$ cat src/rtl/msx_mouse_pkg.sv
// Shared types and constants for the MSX mouse port: nibble-state enum, saturation limit,
// default strobe timeout and the saturating clamp used by both axis accumulators.
package msx_mouse_pkg;

  typedef enum logic [1:0] {
    S_XH = 2'd0,
    S_XL = 2'd1,
    S_YH = 2'd2,
    S_YL = 2'd3
  } nib_state_t;

  localparam int SAT_MAX         = 127;
  localparam int DEF_TIMEOUT_CYC = 100000;

  // Clamp a 10-bit signed sum into the symmetric range [-SAT_MAX, +SAT_MAX].
  function automatic logic [7:0] sat8(input logic signed [9:0] v);
    logic signed [9:0] lim;
    lim = 10'(SAT_MAX);
    if (v > lim)       return 8'(SAT_MAX);
    else if (v < -lim) return 8'(-SAT_MAX);
    else               return v[7:0];
  endfunction

endpackage

$ cat src/rtl/msx_mouse_accum.sv
// One-axis signed 8-bit motion accumulator with saturation; clr zeroes the running value and a
// same-cycle add lands on the cleared value. Build option: MSX_MOUSE_ACCUM_EN (accumulate vs overwrite).
module msx_mouse_accum
  import msx_mouse_pkg::*;
(
  input  logic       clk_sys,
  input  logic       reset,
  input  logic       add_en,
  input  logic       clr,
  input  logic [8:0] delta,
  output logic [7:0] acc
);

  logic [7:0]        acc_q, acc_d;
  logic signed [9:0] sum;

  always_comb begin
`ifdef MSX_MOUSE_ACCUM_EN
    sum = (clr ? 10'sd0 : $signed({{2{acc_q[7]}}, acc_q})) + $signed({delta[8], delta});
`else
    sum = $signed({delta[8], delta});
`endif
    acc_d = acc_q;
    if (add_en)   acc_d = sat8(sum);
    else if (clr) acc_d = 8'h00;
  end

  always_ff @(posedge clk_sys) begin
    if (reset) acc_q <= 8'h00;
    else       acc_q <= acc_d;
  end

  assign acc = acc_q;

endmodule

$ cat src/rtl/msx_mouse_port.sv
// MSX joystick-port mouse emulation: PS/2 deltas are accumulated and shifted out as four nibbles
// clocked by msx_str edges; falls back to the physical joystick when it is touched. Option: MSX_MOUSE_ACCUM_EN.
module msx_mouse_port
  import msx_mouse_pkg::*;
#(
  parameter int TIMEOUT_CYC = DEF_TIMEOUT_CYC
) (
  input  logic       clk_sys,
  input  logic       reset,
  input  logic       ms_strobe,
  input  logic [8:0] ms_dx,
  input  logic [8:0] ms_dy,
  input  logic [1:0] ms_btn,
  input  logic [5:0] joy_in,
  input  logic       msx_str,
  output logic [5:0] port_out,
  output logic       mouse_active
);

  localparam int            CW      = $clog2(TIMEOUT_CYC + 1);
  localparam logic [CW-1:0] TO_LOAD = CW'(TIMEOUT_CYC);

  nib_state_t    state_q, state_d;
  logic          active_q, active_d;
  logic          str_q;
  logic [7:0]    tx_x_q, tx_x_d, tx_y_q, tx_y_d;
  logic [3:0]    nib_q, nib_d;
  logic [1:0]    btn_q;
  logic [CW-1:0] cnt_q, cnt_d;
  logic          pend_q;
  logic [8:0]    dx_q, dy_q;

  logic       str_edge, fall, snap, acc_clr, acc_add;
  logic [7:0] acc_x, acc_y, neg_x, neg_y;

  assign str_edge = msx_str ^ str_q;
  assign neg_x    = 8'h00 - acc_x;
  assign neg_y    = 8'h00 - acc_y;

  always_comb begin
    active_d = ms_strobe ? 1'b1 : ((&joy_in) ? active_q : 1'b0);
    fall     = active_q & ~active_d;
    snap     = str_edge & (state_q == S_XH) & ~fall;
    acc_clr  = snap | fall;
    // A delta registered last cycle is dropped only when mouse mode is being abandoned.
    acc_add  = pend_q & ~fall;

    state_d = state_q;
    tx_x_d  = tx_x_q;
    tx_y_d  = tx_y_q;
    nib_d   = nib_q;
    cnt_d   = (cnt_q != '0) ? cnt_q - CW'(1) : cnt_q;
    if (str_edge) cnt_d = TO_LOAD;

    if (fall) begin
      state_d = S_XH;
      tx_x_d  = 8'h00;
      tx_y_d  = 8'h00;
    end else if (str_edge) begin
      case (state_q)
        S_XH: begin
          tx_x_d  = neg_x;
          tx_y_d  = neg_y;
          nib_d   = neg_x[7:4];
          state_d = S_XL;
        end
        S_XL: begin
          nib_d   = tx_x_q[3:0];
          state_d = S_YH;
        end
        S_YH: begin
          nib_d   = tx_y_q[7:4];
          state_d = S_YL;
        end
        default: begin
          nib_d   = tx_y_q[3:0];
          state_d = S_XH;
        end
      endcase
    end else if (cnt_q == CW'(1)) begin
      state_d = S_XH;
    end
  end

  always_ff @(posedge clk_sys) begin
    if (reset) begin
      state_q  <= S_XH;
      active_q <= 1'b0;
      str_q    <= msx_str;
      tx_x_q   <= 8'h00;
      tx_y_q   <= 8'h00;
      nib_q    <= 4'h0;
      btn_q    <= 2'b11;
      cnt_q    <= '0;
      pend_q   <= 1'b0;
      dx_q     <= 9'h000;
      dy_q     <= 9'h000;
    end else begin
      state_q  <= state_d;
      active_q <= active_d;
      str_q    <= msx_str;
      tx_x_q   <= tx_x_d;
      tx_y_q   <= tx_y_d;
      nib_q    <= nib_d;
      btn_q    <= ~ms_btn;
      cnt_q    <= cnt_d;
      pend_q   <= ms_strobe;
      dx_q     <= ms_dx;
      dy_q     <= ms_dy;
    end
  end

  msx_mouse_accum u_acc_x (
    .clk_sys (clk_sys),
    .reset   (reset),
    .add_en  (acc_add),
    .clr     (acc_clr),
    .delta   (dx_q),
    .acc     (acc_x)
  );

  msx_mouse_accum u_acc_y (
    .clk_sys (clk_sys),
    .reset   (reset),
    .add_en  (acc_add),
    .clr     (acc_clr),
    .delta   (dy_q),
    .acc     (acc_y)
  );

  assign port_out     = active_q ? {btn_q, nib_q[0], nib_q[1], nib_q[2], nib_q[3]} : joy_in;
  assign mouse_active = active_q;

endmodule

$ cat config.mk
export PLATFORM = sky130hd
export DESIGN_NAME = msx_mouse_port
export DESIGN_NICKNAME = d
export VERILOG_FILES = /design/src/rtl/msx_mouse_pkg.sv /design/src/rtl/msx_mouse_accum.sv /design/src/rtl/msx_mouse_port.sv
export SDC_FILE = /design/constraint.sdc
export NUM_CORES = 1
export LEC_CHECK = 0
export BUFFER_PORTS_ARGS = -buffer_cell sky130_fd_sc_hd__buf_2
export CAP_MARGIN = 10
export CELL_PAD_IN_SITES_DETAIL_PLACEMENT = 1
export CELL_PAD_IN_SITES_GLOBAL_PLACEMENT = 1
export CORE_MARGIN = 2
export CORE_UTILIZATION = 40
export CTS_BUF_LIST = sky130_fd_sc_hd__clkbuf_8 sky130_fd_sc_hd__clkbuf_16
export DETAILED_ROUTE_END_ITERATION = 10
export PLACE_DENSITY_LB_ADDON = 0.3
export SLEW_MARGIN = 5
export SYNTH_ARGS = -nofsm -noshare
export SYNTH_HDL_FRONTEND = slang
export SYNTH_SLANG_ARGS = --single-unit
export TNS_END_PERCENT = 100
$ cat constraint.sdc
create_clock -name clk_sys -period 1.8 [get_ports clk_sys]
set_clock_uncertainty 0.2 [all_clocks]
set_input_delay 0.36 -clock clk_sys [delete_from_list [all_inputs] [get_ports clk_sys]]
set_output_delay 0.36 -clock clk_sys [all_outputs]
set_load 0.05 [all_outputs]
==> run_results.csv <==
group,metric,value,unit
timing,timing_hold_violations_final,0,
global_routing,grt_pass1_wl,14300,um
timing,max_slew_margin,64.9,%
timing,hold_ws,9.34,ps
routing,routed_wl,9290,um
routing,drtIter0Drc,65,
timing,setup_ws,-42.7,ps
worst_setup_path,worstReg2RegStart,"u_acc_x.acc[2]",
layout,most-common-layout-cells,"dfxtp_1, nand2_1, buf_4",
layout,final_common_cell,"dfxtp_1",
layout,stdcell_count,546,
floorplanning,die_h,94.9,um
timing,fin_crit,1840,ps
timing,report.final.slew_viol_count,0,
routing,via_per_inst,5.30,
worst_setup_path,r2r_setup_slack,-30,ps
clock_tree,cts_root_buf,"clkbuf_8",
routing,ant_nets,0,
routing,wl_per_cell,17.0,um
placed_design,gp_congestion,0.790,
worst_hold_path,worstHoldEndpoint,"dx_q[1]",
worst_setup_path,cp_num_buf_inv,1,
synth,syn_nets,399,
timing,rsz0062_at_grt,"yes",
synth,ys_seq_area_share,44.8,%
timing,final-setup-viol-count,8,
clock_tree,htree_levels,3,
routing,first_pass_iters,7,
worst_hold_path,hold_class,"in2reg",
synth,synth_area_per_cell,9.16,um2
worst_setup_path,reg2regPathDepth,5,
worst_setup_path,start_kind,"register",
synth,ys.flop_type,"dfxtp_1",
run,max_cap_violations,0,
floorplanning,fp.dieArea,9010,um2
worst_hold_path,min_from,"ms_dx[1]",
synth,synth_edf_count,0,
floorplanning,io_pins,37,
worst_setup_path,required,1240,ps
global_routing,grt_pass1_vias,3057,
placed_design,place_inst,517,
pwr,cellLeakagePower,0.00181,uW
layout,antenna_cells,0,
clock_tree,path_clk_slew,90,ps
synth,synth-seq-cells,74,
run_status,status,"finished with violations",
worst_setup_path,worstReg2RegEnd,"nib_q[3]",
floorplanning,num_rows,33,
worst_setup_path,cp_cell_sequence,"mux2_4, buf_8",
floorplanning,die_w,94.9,um
clock_tree,insertion_delay,360,ps
synth,syn_inst,361,
worst_setup_path,max_stage_delay,430,ps
synth,synth-async-reset-ratio,0,%
worst_setup_path,cp.arrival,1280,ps
global_routing,grt_overflow_total,0,
layout,regArea,1500,um2
worst_hold_path,min_path_cells,2,
global_routing,grt_start_max_net_pins,26,
clock_tree,numCtsBuffers,9,
timing,max_freq,0.543,GHz
worst_setup_path,worst-path-max-fanout,7,
worst_setup_path,crit_type,"reg2out",
synth,yosysUniqueCellTypes,48,
placed_design,portBuffers,36,
layout,fillers,927,
layout,multi_input_area,1940,um2
pwr,p_per_area,1050,nW/um2
routing,via_count,2896,
clock_tree,cts.sinks,74,
worst_setup_path,cp_top_family,"flip-flops",
placed_design,hpwl,5970,um
synth,syn-cell-area,3310,um2
layout,areaGrowthSynthToFinish,35.4,%
timing,fin_crit_sh,102,%
global_routing,antenna_found_initial,0,
run_status,violations,"setup timing",
clock_tree,cts_tree,"built",
floorplanning,coreArea,8090,um2
worst_setup_path,crit_path_end_kind,"primary output",
routing,drcViolationCount,0,
floorplanning,initial_utilization,40.8,%
global_routing,grt_use_total,20.7,%
synth,synth_warnings,0,
pwr,vdd_drop_max,0.513,mV
timing,worst_pin_slew,525,ps
clock_tree,clock_path_buffers,2,
layout,drive_gt1_share,34.2,%
layout,num-nets-final,474,
worst_setup_path,crit_path_top_delay_cell,"dfxtp_4",
==> flip-flops by register name, summed over array words and instances, names as in the netlist, 2 cells and up <==
register	cells
cnt_q	17
dx_q	9
dy_q	9
tx_y_q	8
u_acc_x.acc	8
u_acc_y.acc	8
nib_q	4
tx_x_q	4
btn_q	2
state_q	2
==> worst max path at each step <==
stage                       from     endpoint  depth (start not counted)
finish              mouse_active  port_out[4]                          2
global route        mouse_active     nib_q[3]                          5
CTS                 mouse_active  port_out[2]                          2
detailed placement     joy_in[1]   state_q[0]                          6
global placement       joy_in[1]   state_q[0]                          6
floorplan           mouse_active    tx_x_q[3]                          6
==> area by class of cell <==
class | count | area share (%)
clock buffers | 11 | 3.38
clock inverters | 5 | 2.40
inverters | 12 | 1.01
multi-input cells | 258 | 43.4
flip-flops and latches | 74 | 33.4
well taps | 105 | 2.94
repair buffers | 81 | 13.5
==> worst register-to-register path, stage by stage (launching register included) <==
cell	delay, ps
dfxtp_2	360
nor4_2	350
nand2_1	110
xor2_1	180
a21oi_1	110
o41ai_1	410
==> Yosys cell counts (2+ instances only) <==
master / number / area (um2)
a21oi_1: 30 / 150
nand2b_1: 5 / 31.3
or4_1: 2 / 15.0
nand4b_1: 2 / 17.5
dfxtp_1: 74 / 1480
nand3_2: 2 / 20.0
buf_2: 3 / 15.0
nand4_1: 3 / 18.8
nor3_1: 7 / 35.0
buf_4: 2 / 15.0
o211ai_1: 3 / 22.5
ha_1: 8 / 100
o311ai_2: 2 / 32.5
a221o_1: 4 / 40.0
nor2_1: 32 / 120
o21ai_0: 4 / 20.0
xor2_1: 14 / 123
o41ai_1: 5 / 43.8
nor3_2: 2 / 20.0
nand3_1: 9 / 45.0
xnor2_1: 10 / 87.6
or4_4: 2 / 22.5
nand2_1: 38 / 143
o2bb2ai_1: 11 / 96.3
o31ai_1: 2 / 15.0
nor2b_1: 25 / 156
buf_1: 2 / 7.51
a211oi_1: 4 / 30.0
inv_1: 12 / 45.0
nor4_2: 2 / 25.0
nand3b_1: 6 / 45.0
mux2_2: 6 / 67.6
or3_1: 4 / 25.0
clkbuf_1: 10 / 37.5
==> repair_timing <==
| item | in CTS | in global routing |
|---|---|---|
| endpoints found under the hold margin | 6 | 0 |
| pin swaps | 4 | 25 |
| resized for setup | 29 | 43 |
| hold buffers | 6 | 0 |
| buffers inserted | 4 | 3 |
| setup endpoints to repair | 29 | 45 |
==> where the power goes <==
part / internal [uW] / total (uW) / switching (uW)
sequential: 1760 / 1880 / 119
clock: 1010 / 1680 / 672
combinational: 541 / 1150 / 604
total: 3300 / 4700 / 1400
==> cells by family (layout without fill, tap and decap cells) <==
kind of cell    after synthesis  in the layout  share of synthesized area [%]
compound gates               71             71                           15.4
xor+xnor                     24             24                           6.36
fa+ha+maj                     8              8                           3.03
buf+inv                      29            109                           3.63
flops                        74             74                           44.8
mux                           6              6                           2.04
simple gates                149            149                           24.8
==> metrics by stage <==
stage	worst slack, ps	utilization, %	power (uW)	instance area, um2	setup TNS (ps)
after global routing	-132	55.3	4920	4480	-1580
after CTS	-37.1	52.6	4580	4260	-260
after detailed placement	-91.6	47.1	2850	3810	-939
final	-42.7	55.3	4700	4480	-248
after floorplan	30.3	-	2500	3310	0
after global placement	-37.8	47.1	2800	3810	-148
==> layer usage <==
layer | global-route usage (%) | wire [um]
met2 | 39.1 | 4960
met1 | 23.0 | 3960
met3 | 4.31 | 266
met5 | 0 | 0
met4 | 6.52 | 108
Power figures use the tool's default switching activity.
